===== config.mk =====
export PLATFORM = sky130hd
export DESIGN_NAME = mtpsa_tuple_merge
export DESIGN_NICKNAME = d
export VERILOG_FILES = /design/src/rtl/mtpsa_tuple_merge.sv
export SDC_FILE = /design/constraint.sdc
export NUM_CORES = 2
export LEC_CHECK = 0
export BUFFER_PORTS_ARGS = -buffer_cell sky130_fd_sc_hd__buf_2
export CAP_MARGIN = 30
export CORE_AREA = 2 2 490 492
export CTS_CLUSTER_SIZE = 25
export DETAILED_ROUTE_END_ITERATION = 6
export DIE_AREA = 0 0 492 494
export GPL_TIMING_DRIVEN = 0
export PLACE_DENSITY_LB_ADDON = 0.1
export SYNTH_ARGS = -nofsm -noshare
export SYNTH_HDL_FRONTEND = slang
export SYNTH_SLANG_ARGS = --single-unit
export TNS_END_PERCENT = 30

===== constraint.sdc =====
create_clock -name axis_aclk -period 3.5 [get_ports axis_aclk]
set_input_delay 0.525 -clock axis_aclk [delete_from_list [all_inputs] [get_ports axis_aclk]]
set_output_delay 0.525 -clock axis_aclk [all_outputs]
set_load 0.005 [all_outputs]

===== src/rtl/mtpsa_tuple_merge.sv =====
// Output-side tuple aligner: pairs one {digest, metadata} tuple with each outgoing packet.
// Build option: define MTPSA_TUPLE_STATS_EN to implement pkt_count, ovf_count and ovf_sticky.
module mtpsa_tuple_merge #(
    parameter int unsigned C_AXIS_DATA_WIDTH = 256,
    parameter int unsigned META_WIDTH        = 40,
    parameter int unsigned DIGEST_WIDTH      = 256,
    parameter int unsigned TUPLE_DEPTH       = 4,
    parameter int unsigned CNT_WIDTH         = 32
) (
    input  logic                                 axis_aclk,
    input  logic                                 axis_resetn,
    input  logic [C_AXIS_DATA_WIDTH-1:0]         s_axis_tdata,
    input  logic [C_AXIS_DATA_WIDTH/8-1:0]       s_axis_tkeep,
    input  logic                                 s_axis_tvalid,
    input  logic                                 s_axis_tlast,
    output logic                                 s_axis_tready,
    input  logic                                 meta_valid,
    input  logic [META_WIDTH-1:0]                meta_data,
    input  logic                                 digest_valid,
    input  logic [DIGEST_WIDTH-1:0]              digest_data,
    output logic [C_AXIS_DATA_WIDTH-1:0]         m_axis_tdata,
    output logic [C_AXIS_DATA_WIDTH/8-1:0]       m_axis_tkeep,
    output logic [DIGEST_WIDTH+META_WIDTH-1:0]   m_axis_tuser,
    output logic                                 m_axis_tvalid,
    input  logic                                 m_axis_tready,
    output logic                                 m_axis_tlast,
    output logic                                 ovf_sticky,
    output logic [CNT_WIDTH-1:0]                 pkt_count,
    output logic [CNT_WIDTH-1:0]                 ovf_count
);

    localparam int unsigned TUSER_WIDTH = DIGEST_WIDTH + META_WIDTH;
    localparam int unsigned AW          = $clog2(TUPLE_DEPTH);
    localparam int unsigned OW          = AW + 1;

    typedef enum logic {
        IDLE = 1'b0,
        PKT  = 1'b1
    } state_t;

    state_t state;
    state_t state_nxt;

    logic [TUPLE_DEPTH-1:0][META_WIDTH-1:0]   meta_mem;
    logic [AW-1:0]                            meta_wr;
    logic [AW-1:0]                            meta_rd;
    logic [OW-1:0]                            meta_occ;
    logic                                     meta_full;
    logic                                     meta_empty;
    logic                                     meta_push;

    logic [TUPLE_DEPTH-1:0][DIGEST_WIDTH-1:0] digest_mem;
    logic [AW-1:0]                            digest_wr;
    logic [AW-1:0]                            digest_rd;
    logic [OW-1:0]                            digest_occ;
    logic                                     digest_full;
    logic                                     digest_empty;
    logic                                     digest_push;

    logic                                     avail;
    logic                                     pop;
    logic [TUSER_WIDTH-1:0]                   tuser_q;
    logic [TUSER_WIDTH-1:0]                   head_pair;

    // Packet payload passes straight through; only handshake and tuser are gated.
    assign m_axis_tdata = s_axis_tdata;
    assign m_axis_tkeep = s_axis_tkeep;
    assign m_axis_tlast = s_axis_tlast;

    assign meta_full    = (meta_occ == OW'(TUPLE_DEPTH));
    assign meta_empty   = (meta_occ == '0);
    assign digest_full  = (digest_occ == OW'(TUPLE_DEPTH));
    assign digest_empty = (digest_occ == '0);
    assign avail        = ~meta_empty & ~digest_empty;
    assign head_pair    = {digest_mem[digest_rd], meta_mem[meta_rd]};

    // A full FIFO still accepts a push in the cycle its head is popped.
    assign meta_push   = meta_valid   & (~meta_full   | pop);
    assign digest_push = digest_valid & (~digest_full | pop);

    // FSM state register
    always_ff @(posedge axis_aclk or negedge axis_resetn) begin
        if (!axis_resetn) begin
            state <= IDLE;
        end else begin
            state <= state_nxt;
        end
    end

    // FSM next state
    always_comb begin
        state_nxt = state;
        case (state)
            IDLE: if (pop && !s_axis_tlast) state_nxt = PKT;
            PKT:  if (s_axis_tvalid && m_axis_tready && s_axis_tlast) state_nxt = IDLE;
        endcase
    end

    // FSM outputs: first beat waits for a tuple pair and shows the FIFO heads directly
    always_comb begin
        m_axis_tvalid = 1'b0;
        s_axis_tready = 1'b0;
        m_axis_tuser  = tuser_q;
        pop           = 1'b0;
        case (state)
            IDLE: begin
                m_axis_tvalid = s_axis_tvalid & avail;
                s_axis_tready = m_axis_tready & avail;
                m_axis_tuser  = head_pair;
                pop           = s_axis_tvalid & m_axis_tready & avail;
            end
            PKT: begin
                m_axis_tvalid = s_axis_tvalid;
                s_axis_tready = m_axis_tready;
            end
        endcase
    end

    // Tuple held for the remaining beats of the packet
    always_ff @(posedge axis_aclk or negedge axis_resetn) begin
        if (!axis_resetn) begin
            tuser_q <= '0;
        end else if (pop) begin
            tuser_q <= head_pair;
        end
    end

    // Metadata FIFO
    always_ff @(posedge axis_aclk or negedge axis_resetn) begin
        if (!axis_resetn) begin
            meta_mem <= '0;
            meta_wr  <= '0;
            meta_rd  <= '0;
            meta_occ <= '0;
        end else begin
            if (meta_push) begin
                meta_mem[meta_wr] <= meta_data;
                meta_wr           <= meta_wr + AW'(1);
            end
            if (pop) begin
                meta_rd <= meta_rd + AW'(1);
            end
            case ({meta_push, pop})
                2'b10:   meta_occ <= meta_occ + OW'(1);
                2'b01:   meta_occ <= meta_occ - OW'(1);
                default: meta_occ <= meta_occ;
            endcase
        end
    end

    // Digest FIFO
    always_ff @(posedge axis_aclk or negedge axis_resetn) begin
        if (!axis_resetn) begin
            digest_mem <= '0;
            digest_wr  <= '0;
            digest_rd  <= '0;
            digest_occ <= '0;
        end else begin
            if (digest_push) begin
                digest_mem[digest_wr] <= digest_data;
                digest_wr             <= digest_wr + AW'(1);
            end
            if (pop) begin
                digest_rd <= digest_rd + AW'(1);
            end
            case ({digest_push, pop})
                2'b10:   digest_occ <= digest_occ + OW'(1);
                2'b01:   digest_occ <= digest_occ - OW'(1);
                default: digest_occ <= digest_occ;
            endcase
        end
    end

`ifdef MTPSA_TUPLE_STATS_EN
    localparam int unsigned CW1 = CNT_WIDTH + 1;

    logic                 meta_drop;
    logic                 digest_drop;
    logic [CNT_WIDTH-1:0] pkt_q;
    logic [CNT_WIDTH-1:0] ovf_q;
    logic                 sticky_q;
    logic [CW1-1:0]       ovf_sum;

    assign meta_drop   = meta_valid   & meta_full   & ~pop;
    assign digest_drop = digest_valid & digest_full & ~pop;
    // Extra carry bit catches wrap so a double drop near the top still saturates.
    assign ovf_sum     = {1'b0, ovf_q} + CW1'(meta_drop) + CW1'(digest_drop);

    // Saturating statistics and sticky overflow flag
    always_ff @(posedge axis_aclk or negedge axis_resetn) begin
        if (!axis_resetn) begin
            pkt_q    <= '0;
            ovf_q    <= '0;
            sticky_q <= 1'b0;
        end else begin
            if (pop && (pkt_q != '1)) begin
                pkt_q <= pkt_q + CNT_WIDTH'(1);
            end
            if (meta_drop || digest_drop) begin
                sticky_q <= 1'b1;
                ovf_q    <= ovf_sum[CNT_WIDTH] ? '1 : ovf_sum[CNT_WIDTH-1:0];
            end
        end
    end

    assign pkt_count  = pkt_q;
    assign ovf_count  = ovf_q;
    assign ovf_sticky = sticky_q;
`else
    assign pkt_count  = '0;
    assign ovf_count  = '0;
    assign ovf_sticky = 1'b0;
`endif

endmodule


=== Yosys cells after proc, flatten, opt, wreduce, memory -nomap -nowiden ===
Index checks and enable logic that the tools add are counted.

* Input port bits: 591
* Flip-flop bits (word level): 1495
* Logic and storage cells: 79

* Order comparisons: 6
* Reductions and logical operators: 10
* Equality and inequality tests: 6
* Bitwise operators: 14
* Muxes and demuxes: 19
* $add $sub $neg: 8

{| class="wikitable"
|+ Operator list
! operator !! number
|-
| 1024-bit bitwise mux || 1
|-
| 256-bit binary-select mux with 2-bit select || 1
|-
| 256-bit demux with 2-bit select || 1
|-
| 256-bit two-way mux || 2
|-
| 296-bit two-way mux || 1
|-
| 160-bit bitwise mux || 1
|-
| 40-bit binary-select mux with 2-bit select || 1
|-
| 40-bit demux with 2-bit select || 1
|-
| 40-bit two-way mux || 2
|-
| 2-bit by 3-bit < comparator with 1-bit output, second input constant || 4
|-
| 3-bit case mux with 2 select lines || 2
|-
| 2-bit by 1-bit adder with 2-bit output, second input constant || 4
|-
| 1-bit bitwise AND || 7
|-
| 3-bit by 1-bit adder with 3-bit output, second input constant || 2
|-
| 3-bit equality test, second input constant || 2
|-
| 3-bit logical NOT || 2
|-
| 1-bit case mux with 2 select lines || 3
|-
| 3-bit by 1-bit subtractor with 3-bit output, second input constant || 2
|-
| 1-bit logical AND || 5
|-
| 1-bit NOT || 5
|-
| 2-bit by 1-bit equality test with 1-bit output, second input constant || 2
|-
| 2-bit equality test, second input constant || 2
|-
| 2-bit by 1-bit >= comparator with 1-bit output, second input constant || 2
|-
| 2-bit nonzero test || 2
|-
| other kinds (3) || 6
|}

=== Longest topological paths before layout ===
* Depth after elaboration: 9
* Mapped depth: 10
* Gate-level depth less buffers: 8

=== Least setup slack after synthesis ===
Ideal clock, no wire load.

* Path type: input-to-reg
* From: input port s_axis_tvalid
* To: register meta_occ[1]
* Arrival: 2.309 ns
* Library setup time: 0.087 ns
* Cell stages on the path: 8
* Setup slack: 1.104 ns
* Buffers on the path: 2
* Required time: 3.413 ns
* Cell sequence: nand3b_1 -> nor3_2 -> buf_2 -> clkbuf_1 -> nand2_1 -> fa_1 -> mux2_2 -> o211ai_1

* Word-level cells in the longest chain between the ends: 7
* Elaborated cells between the ends (all ways): 9

{| class="wikitable"
|+ Ends and longest elaborated chain
! what !! RTL line !! text
|-
| from (decl) || 14 || <nowiki>input logic s_axis_tvalid,</nowiki>
|-
| 1-bit bitwise AND * (2 in a row) || 110 || <nowiki>pop = s_axis_tvalid & m_axis_tready & avail;</nowiki>
|-
| 1-bit two-way mux * || 105 || <nowiki>case (state)</nowiki>
|-
| 1-bit bitwise OR || 78 || <nowiki>assign meta_push = meta_valid & (~meta_full | pop);</nowiki>
|-
| 1-bit bitwise AND || 78 ||
|-
| 2-bit by 1-bit equality test with 1-bit output / 2-bit equality test (equally long branches) || 143 || <nowiki>case ({meta_push, pop})</nowiki>
|-
| 3-bit case mux with 2 select lines / 2-bit nonzero test (equally long branches) || -- ||
|-
| to (signal assigned) || 144 || <nowiki>2'b10: meta_occ <= meta_occ + OW'(1);</nowiki>
|-
| to (signal assigned) || 145 || <nowiki>2'b01: meta_occ <= meta_occ - OW'(1);</nowiki>
|-
| to (signal assigned) || 146 || <nowiki>default: meta_occ <= meta_occ;</nowiki>
|-
| to (decl) || 47 || <nowiki>logic [OW-1:0] meta_occ;</nowiki>
|}

Mark *: on every way between the ends. The rest lies on a longest branch, timed or not.
A chain may end at the register's enable or synchronous reset.

=== Worst setup path after layout ===
* From: register digest_rd[0]
* To: output port m_axis_tuser[286]

* Word-level cells in the longest chain between the ends: 3

{| class="wikitable"
|+ Ends and longest elaborated chain
! what !! RTL line !! text
|-
| from (decl) || 54 || <nowiki>logic [AW-1:0] digest_rd;</nowiki>
|-
| from (signal assigned) || 164 || <nowiki>digest_rd <= digest_rd + AW'(1);</nowiki>
|-
| 256-bit binary-select mux with 2-bit select || 75 || <nowiki>assign head_pair = {digest_mem[digest_rd], meta_mem[meta_rd]};</nowiki>
|-
| 256-bit two-way mux (implied by the code) || 75 ||
|-
| 296-bit two-way mux || 105 ||
|-
| to (decl) || 23 || <nowiki>output logic [DIGEST_WIDTH+META_WIDTH-1:0] m_axis_tuser,</nowiki>
|}

No other way between the ends. The select of a mux whose other input is x is not followed.

==> metrics.md <==
| Metric | Value |
|---|---|
| Cts bufs inserted | about 180 |
| Max-slew violations | 0 |
| Slowest CP cell | mux4_2 |
| Crit end category | output pin |
| Dpl ws | -0.413 ns |
| Most common library cells after synthesis | 1,495 x dfrtp_1, 1,402 x mux2_2, 896 x nand2_1 |
| Simple logic cell fraction of the synthesized area | under 10% |
| Final Hold Viols | 0 |
| Worst EP required | a little under 3 ns |
| Worst-skew pair later-pin latency | between 0.8 and 0.9 ns |
| Critical Path, Cell by Cell | buf_2 > mux4_2 > mux2_2 > buf_2 |
| Die height | around 490 um |
| Placed cell area | around 79,000 um2 |
| Max VDD drop | between 0.4 and 0.5 mV |
| Fmax | 0.294 GHz |
| Clock buffer depth | 3 |
| Mapped Cells | between 4,000 and 5,000 |
| Slew HR | between 20 and 30% |
| Register area | about 37,000 um2 |
| Hold Crit Class | primary input to async pin |
| Largest net degree at the start of global routing | 156 |
| Worst-path clk slew | 0.06 ns |
| Routability Congestion | ~1.0 |
| Vias in the first global route | roughly 47,000 |
| Reg2reg start | state$_DFF_PN0_ |
| Worst Setup Slack, final | 0.102 ns |
| Proportion of synthesized area in mux cells | between 30% and 40% |
| Critical path startpoint category | flip-flop |
| Largest family of logic cells by synthesized area | multiplexers |
| Post-synth top area share | 53.6% |
| Total of max-cap violations | 0 |
| Setup Fix Bufs, Post-CTS | 0 |
| Worst-path fanout max | 10 |
| GR Util All Layers | roughly 23% |
| CTS Sinks | between 1,000 and 1,500 |
| Area fraction in compound gates after synthesis | 0.244% |
| Final period util | 97.1% |
| Flops & latches, synth | 1,495 |
| Syn Std Cell Area | ~70,000 um2 |
| Outcome | finished clean |
| Post-synthesis xor/xnor area fraction | less than 1% |
| TritonCTS clock tree | yes |
| H-tree depth | 4 |
| Io pins | between 1,000 and 1,500 |
| Crit path largest cell delay | 0.59 ns |
| Final Skew | approximately 0.026 ns |
| Routed wire per std cell | 29.0 um |
| Post-Route WL | 281 mm |
| HPWL Detailed | 215 mm |
| Most used cell, CP | buf_2 |
| Die area | between 200,000 and 250,000 um2 |
| # rows | 179 |
| Multi-input gate area | ~28,000 um2 |
| Post-synth top flop | dfrtp_1 |
| Post-synthesis adder-cell area fraction | less than 1% |
| Share of post-route cells with drive strength above 1 | 55.4% |
| First-pass GRT wire length | approximately 390 mm |
| Largest cells by area after synthesis | dfrtp_1 54%, mux2_2 23%, mux4_2 9.5%, nand2_1 4.8%, buf_4 3.8% |
| Number of synthesized flops with an enable pin | 0 |
| Initial Utilization | 29.4% |
| P_leak | a little over 0.04 uW |
| Core Box Area | 237,000 um2 |
| Port bufs | about 890 |
| P&R area growth vs syn | 26.6% |
| Critical Path Source | digest_rd[0]$_DFFE_PN0N_ |
| Post-layout min period | between 3 and 4 ns |
| Final setup violating endpoints | 0 |
| DRT iter0 DRCs | between 2,000 and 3,000 |
| Fillers | ~23,000 |
| Synth area leader | dfrtp_1 |
| Worst slew pin tran | roughly 1.1 ns |
| Via/cell ratio | 4.69 |
| Net total in the final layout | 6,963 |
| Post-route cell area | between 80,000 and 90,000 um2 |
| Synth Area per Inst | 14.2 um2 |
| Power per Cell Area | 979 nW/um2 |
| First-pass detailed-route iteration total | 5 |
| Antenna violations before repair | 139 |
| Clk root buf | clkbuf_16 |
| GR Overflow Total | 0 |
| Arrival time worst endpoint | roughly 2.9 ns |
| Asr flop ratio synth | 100% |
| Die width | about 500 um |
| # DRC | 0 |
| Yosys warnings | 0 |
| Part of the Yosys area used for sequential elements | between 50% and 60% |
| Final Power | between 80,000 and 90,000 uW |
| Setup Crit Path Kind | flip-flop to output pin |
| Final antenna-violating net count | 0 |
| Total vias in the final route | around 45,000 |
| Count leader, synth | dfrtp_1 |
| Distinct cell type count after synthesis | 42 |
| RSZ-0062 raised after global routing | true |
[state kept, by name, indices dropped and copies added, names as in the netlist, 2 cells and up]
name and count:
digest_wr 2, digest_mem 1024, meta_mem 160, digest_occ 3, meta_rd 2, meta_wr 2
digest_rd 2, meta_occ 3, tuser_q 296
[cell families after synthesis]
logic type,Yosys count
AOI/OAI and AO/OA,20
other,1
DFF,1495
and+or+nand+nor,920
xor gates and xnor gates,8
muxes,1781
adders and majority gates,10
buffers and inverters,664
[where the power goes]
group | switching (uW) | total (uW) | internal, uW
logic | 17600 | 37900 | 20200
registers | 4030 | 30000 | 25900
clock network | 7710 | 18700 | 11000
[critical path: cells and delay by family, from the launching register on]
| family | cells | cell delay, ns |
|---|---|---|
| DFF | 1 | 0.46 |
| muxes | 2 | 0.95 |
| buffers and inverters | 2 | 0.64 |
[placed cells by master (no fill, tap or decap), drive strengths merged, types with 2 or more instances in the layout]
cell,count
inv,18
mux2,1484
nand2b,4
a211oi,3
o211a,4
buf,1514
clkinv,28
bufinv,6
a31oi,2
fa,2
o21a,2
nand3,2
o21ai,2
nor4,2
nor2,7
clkbuf,329
a21oi,2
clkinvlp,3
dfrtp,1495
mux4,296
dlygate4sd3,299
conb,65
xnor2,8
nor3,3
ha,8
nand2,896
diode,31
[layout make-up]
| class | instances | area share (%) |
|---|---|---|
| flip-flops and latches | 1495 | 42.3 |
| multi-input cells | 2804 | 31.5 |
| repair buffers | 1217 | 9.15 |
| clock buffers | 273 | 6.07 |
| plain buffers | 652 | 5.79 |
| well taps | 3167 | 4.48 |
| clock inverters | 44 | 0.541 |
| diodes | 31 | 0.0878 |
| inverters | 11 | 0.0467 |
[final timing paths]
kind | end | slack (ns) | cells past startpoint
worst max-delay path | m_axis_tuser[286] | 0.10 | 4
worst min-delay path | tuser_q[216]$_DFFE_PN0N_ | 0.28 | 3
worst max register to register | digest_occ[2]$_DFFE_PN0P_ | 0.46 | 10
worst min register to register | tuser_q[214]$_DFFE_PN0N_ | 0.47 | 2
max in group asynchronous | tuser_q[83]$_DFFE_PN0N_ | 0.41 | 6
min in group axis_aclk | meta_occ[0]$_DFFE_PN0P_ | 0.33 | 4
[per-stage QoR]
stage               hold WS, ns  utilization (%)  TNS, ns  instances
global placement          0.451             33.0        -       9019
global route              0.256             37.2   -0.154       9683
floorplan                 0.229                -        0       4963
finish                    0.283             37.2        0       9694
detailed placement        0.412             33.3   -59.77       9046
CTS                       0.222             37.2  -0.0228       9662
[metal layers]
layer	track usage [%]	routed length, um	vias up
li1	-	-	19776
met1	31.0	126000	23959
met2	35.9	130000	1285
met3	6.03	17900	367
met4	5.37	6420	52
met5	0	327	-
[timing repair]
action | in CTS | in global routing
gates cloned | 0 | 1
setup endpoints to repair | 271 | 163
hold endpoints to repair | 1230 | 0
hold buffers | 300 | 0
resized for setup | 128 | 12
Note: power is estimated with default switching activity, not from simulation.
